$ cat config.mk
export PLATFORM = sky130hd
export DESIGN_NAME = demod_frame_ctrl
export DESIGN_NICKNAME = d
export VERILOG_FILES = /design/src/rtl/demod_frame_ctrl.sv
export SDC_FILE = /design/constraint.sdc
export NUM_CORES = 1
export LEC_CHECK = 0
export ABC_CLOCK_PERIOD_IN_PS = 2000
export BUFFER_PORTS_ARGS = -buffer_cell sky130_fd_sc_hd__buf_2
export CAP_MARGIN = 0
export CORE_MARGIN = 1
export CORE_UTILIZATION = 53
export CTS_CLUSTER_DIAMETER = 150
export DETAILED_ROUTE_END_ITERATION = 16
export HOLD_SLACK_MARGIN = 0.1
export PLACE_DENSITY_LB_ADDON = 0.1
export SLEW_MARGIN = 20
export SYNTH_ARGS = -nofsm -noshare
export SYNTH_HDL_FRONTEND = slang
export SYNTH_SLANG_ARGS = --single-unit
export TNS_END_PERCENT = 20
$ cat constraint.sdc
create_clock -name clk_fast -period 2 [get_ports clk_fast]
set_clock_uncertainty 0.05 [all_clocks]
set_input_delay 0 -clock clk_fast [delete_from_list [all_inputs] [get_ports clk_fast]]
set_output_delay 0 -clock clk_fast [all_outputs]
set_load 0.02 [all_outputs]
$ cat src/rtl/demod_frame_ctrl.sv
// Receive-side frame controller for the 4-ary correlation demodulator: arms the demodulator,
// samples symbols once per symbol period, packs them into bytes and parses length-prefixed frames.
module demod_frame_ctrl #(
  parameter int unsigned SYM_PERIOD   = 32,
  parameter int unsigned SAMPLE_PHASE = 16,
  parameter int unsigned REARM_CYCLES = 4,
  parameter int unsigned TIMEOUT_SYMS = 64
) (
  input  logic       clk_fast,
  input  logic       rst,
  input  logic       enable,
  input  logic       demod_valid,
  input  logic [1:0] demod_sym,
  output logic       demod_rst_n,
  output logic [7:0] byte_data,
  output logic       byte_valid,
  input  logic       byte_ready,
  output logic [7:0] frame_len,
  output logic       frame_done,
  output logic       frame_err,
  output logic       busy
);

  localparam int unsigned CntW          = $clog2(SYM_PERIOD);
  localparam int unsigned TimeoutCycles = TIMEOUT_SYMS * SYM_PERIOD;
  localparam int unsigned ToW           = $clog2(TimeoutCycles);
  localparam int unsigned RaW           = $clog2(REARM_CYCLES + 1);

  typedef enum logic [2:0] {
    StIdle, StRearm, StWaitSync, StLen, StPayload, StDone, StErr
  } state_e;

  state_e            state_q, state_d;
  logic [CntW-1:0]   sym_cnt_q, sym_cnt_d;
  logic [1:0]        sym_idx_q, sym_idx_d;
  logic [5:0]        sh_q, sh_d;
  logic [7:0]        bytes_left_q, bytes_left_d;
  logic [7:0]        byte_data_q, byte_data_d;
  logic              byte_valid_q, byte_valid_d;
  logic [7:0]        frame_len_q, frame_len_d;
  logic              valid_q;
  logic [ToW-1:0]    to_cnt_q, to_cnt_d;
  logic [RaW-1:0]    ra_cnt_q, ra_cnt_d;

  logic       rise, fall, strobe, byte_cmpl;
  logic [7:0] byte_full;

  assign rise      = demod_valid & ~valid_q;
  assign fall      = ~demod_valid & valid_q;
  assign strobe    = (sym_cnt_q == CntW'(SAMPLE_PHASE));
  // Only six bits of history are kept; the incoming symbol completes the byte.
  assign byte_full = {sh_q, demod_sym};
  assign byte_cmpl = strobe && (sym_idx_q == 2'd3);

  always_comb begin
    state_d      = state_q;
    sym_cnt_d    = '0;
    sym_idx_d    = sym_idx_q;
    sh_d         = sh_q;
    bytes_left_d = bytes_left_q;
    byte_data_d  = byte_data_q;
    byte_valid_d = byte_valid_q & ~byte_ready;
    frame_len_d  = frame_len_q;
    to_cnt_d     = '0;
    ra_cnt_d     = '0;
    demod_rst_n  = 1'b1;
    frame_done   = 1'b0;
    frame_err    = 1'b0;

    unique case (state_q)
      StIdle: begin
        demod_rst_n = 1'b0;
        if (enable) state_d = StRearm;
      end
      StRearm: begin
        demod_rst_n = 1'b0;
        ra_cnt_d    = ra_cnt_q + 1'b1;
        if (ra_cnt_q == RaW'(REARM_CYCLES - 1)) state_d = StWaitSync;
      end
      StWaitSync: begin
        to_cnt_d = to_cnt_q + 1'b1;
        if (!enable) begin
          state_d = StIdle;
        end else if (rise) begin
          state_d   = StLen;
          sym_idx_d = '0;
          sh_d      = '0;
        end else if (to_cnt_q == ToW'(TimeoutCycles - 1)) begin
          state_d = StRearm;
        end
      end
      StLen, StPayload: begin
        // Loss of the symbol stream wins over a strobe in the same cycle.
        if (fall) begin
          state_d = StErr;
        end else begin
          sym_cnt_d = sym_cnt_q + 1'b1;
          if (strobe) begin
            sh_d      = byte_full[5:0];
            sym_idx_d = sym_idx_q + 1'b1;
          end
          if (byte_cmpl && state_q == StLen) begin
            frame_len_d  = byte_full;
            bytes_left_d = byte_full;
            state_d      = (byte_full == 8'd0) ? StErr : StPayload;
          end else if (byte_cmpl) begin
            if (byte_valid_q && !byte_ready) begin
              state_d = StErr;
            end else begin
              byte_data_d  = byte_full;
              byte_valid_d = 1'b1;
              bytes_left_d = bytes_left_q - 8'd1;
              if (bytes_left_q == 8'd1) state_d = StDone;
            end
          end
        end
      end
      StDone: begin
        if (!byte_valid_q) begin
          frame_done = 1'b1;
          state_d    = enable ? StRearm : StIdle;
        end
      end
      StErr: begin
        frame_err    = 1'b1;
        byte_valid_d = 1'b0;
        state_d      = enable ? StRearm : StIdle;
      end
      default: state_d = StIdle;
    endcase
  end

  always_ff @(posedge clk_fast or negedge rst) begin
    if (!rst) begin
      state_q      <= StIdle;
      sym_cnt_q    <= '0;
      sym_idx_q    <= '0;
      sh_q         <= '0;
      bytes_left_q <= '0;
      byte_data_q  <= '0;
      byte_valid_q <= 1'b0;
      frame_len_q  <= '0;
      valid_q      <= 1'b0;
      to_cnt_q     <= '0;
      ra_cnt_q     <= '0;
    end else begin
      state_q      <= state_d;
      sym_cnt_q    <= sym_cnt_d;
      sym_idx_q    <= sym_idx_d;
      sh_q         <= sh_d;
      bytes_left_q <= bytes_left_d;
      byte_data_q  <= byte_data_d;
      byte_valid_q <= byte_valid_d;
      frame_len_q  <= frame_len_d;
      valid_q      <= demod_valid;
      to_cnt_q     <= to_cnt_d;
      ra_cnt_q     <= ra_cnt_d;
    end
  end

  assign byte_data  = byte_data_q;
  assign byte_valid = byte_valid_q;
  assign frame_len  = frame_len_q;
  assign busy       = (state_q != StIdle);

endmodule
==> metrics.cfg <==
[yosys]
async_flop_share_pct = 100.0
ys_seq_area_share_pct = 50.75
synth_ff_type = dfrtp_1
synth_top_area_cell = dfrtp_1
synth_seq_cells = 56
synth-edff-count = 0
avgSynthCellArea_um2 = 10.12
syn_inst = 273
synth_fp_nets = 288
synth_cell_types = 43
synthTopCellsByArea = dfrtp_1, mux2_1, nor2_1
synthTopCellsByCount = dfrtp_1, nor2_1, nand3_1, inv_1, mux2_1
ys_warn_count = 0
syn_area_um2 = 2761
synth_most_common_cell = dfrtp_1
synth_top_cell_area_share_pct = 50.75

[setup_path]
worstPathRequired_ns = 2.14
reg2reg_slack_ns = -0.005
end_kind = flop
crit_path_start = sym_cnt_q[1]
worstReg2RegStart = sym_cnt_q[1]
critPathCapture = byte_data[4]
worst_ep_arrival_time_ns = 2.15
crit_type = reg -> reg
worstRegToRegCells = 7
r2r-end = byte_data[4]
startpoint_type = flop
worstPathMaxFanout = 8

[grt]
grt_first_pass_wirelength_um = 9390
antenna_found_initial = 0
grt_max_degree = 25
grt-ovfl-total = 0
grt.total_usage_pct = 22.58
grt_pass1_vias = 2016

[detailed_routing]
drt-total-wl_um = 5584
vias = 2178
ant_nets = 0
drt_iter0_drc = 100
first_pass_iters = 6
drc = 0
viasPerCell = 5.404
wl_per_cell_um = 13.86

[floorplan]
dieArea_um2 = 5503
initial_core_util_pct = 56.59
io_pins = 28
die-height_um = 74.18
core_um2 = 4880
fp-row-count = 25
die_w_um = 74.18

[sta]
fin_crit_sh_pct = 100.2
drv_slew = 0
worstMarginPinSlew_ns = 0.4165
fin_ws_ns = -0.004962
worst_hold_slack_ns = 0.09662
slew_headroom_pct = 72.23
setup_viol = 1
finalHoldViolCount = 0
rsz0062_at_grt = yes
period_minus_slack_ns = 2.005
max_freq_mhz = 498.8

[cts]
clk_pin_slew_ns = 0.10
cts_setup_buffers = 0
cts_tree = built
htreeDepth = 2
clockBufferDepth = 2
clock_latency_ns = 0.31
cts_inserted_buffers = 5
cts_root_buf = clkbuf_8
clock_sinks = 56

[final_layout]
utilization_pct = 69.33
finalNonFillerCells = 403
diodes = 0
nNetsFinal = 350
layout-drive-gt1-share_pct = 25.30
areaGrowthSynthToFinish_pct = 22.52

[run_status]
status = finished with violations
violations = setup timing

[hold_path]
hold_class = in -> async

[power_and_ir_drop]
total_power_mw = 2.563
power_density_nw_per_um2 = 757.6
vdd_drop_max_uv = 540.8
p_leak_nw = 1.536

[place]
place_ws_ns = -0.02009
dp_hpwl_um = 4168
dp.cells = 390
place.gp.congestion = 0.8175
io_buffer_count = 27

[run]
max_cap_violations = 0

-- worst min path at each step --
stage                 from               to  slack (ns)
floorplan              rst     byte_data[0]       -0.35
global placement       rst  bytes_left_q[7]       -0.09
detailed placement     rst  bytes_left_q[7]       -0.09
CTS                    rst  bytes_left_q[7]        0.10
global route        enable       state_q[0]        0.15
finish                 rst  bytes_left_q[7]         0.1
-- flip-flops by register name, summed over array words and instances (netlist names) --
register,count
frame_len,8
byte_valid,1
ra_cnt_q,3
byte_data,8
sh_q,6
valid_q,1
sym_idx_q,2
sym_cnt_q,5
state_q,3
to_cnt_q,11
bytes_left_q,8
-- what timing repair did --
item                                    CTS  global route
hold endpoints to repair                 65             0
endpoints found under the setup margin   10            33
gates resized for setup                   1            11
hold buffers                              5             0
pin swaps                                 2             0
-- final cells by class --
class                           count  area (um2)
Clock inverter                      1       7.507
Tap cell                           67       83.83
Fill cell                         412        1496
Timing Repair Buffer               65       445.4
Inverter                           17       63.81
Clock buffer                        7       86.33
Multi-Input combinational cell    190        1295
Sequential cell                    56        1401
-- through the flow --
stage	TNS, ns	cell area [um2]
after detailed placement	-0.06076	3198
after global routing	-0.6997	3383
after CTS	-0.1509	3346
final	-0.004962	3383
after floorplan	-0.02781	2769
after global placement	0	3198
-- cell usage in the layout, fill, tap and decap left out, drive strengths merged, types with 6 or more instances in the layout --
cell / n
buf: 60
dfrtp: 56
nor2: 32
o21ai: 21
nand3: 18
inv: 17
mux2: 16
a21oi: 14
nand2: 11
ha: 8
nor3: 8
clkbuf: 7
xnor2: 6
-- power by group --
group          switching, mW  leakage [nW]  internal [mW]  total [mW]
registers             0.0307         0.733           1.19        1.22
logic                  0.382         0.758          0.321       0.703
clock network          0.355        0.0445          0.282       0.637
-- logic make-up (layout without fill, tap and decap cells) --
kind of cell               Yosys count  after routing  share of synthesized area [%]
AOI/OAI and AO/OA                   49             49                          10.83
DFF                                 56             56                          50.75
adders and majority gates            8              8                          3.625
buffers and inverters               27             90                          3.942
muxes                               18             18                          7.250
and+or+nand+nor                    104            104                          20.12
xor gates and xnor gates            11             11                          3.489
-- worst max-delay path: stages, from the launching register on --
cell,delay [ns]
dfrtp_1,0.39
inv_1,0.06
ha_1,0.12
and4bb_2,0.29
nand2_2,0.06
or3_4,0.40
nor2_8,0.17
mux2_1,0.34
-- layer usage --
layer,GRT usage [%],routed length (um),share of wire (%)
met1,32.42,2767,50
met2,34.85,2593,46
met4,6.624,63,1.1
met3,4.472,160,2.9
met5,0,0,0
No activity file was read; power rests on OpenSTA's default activity.
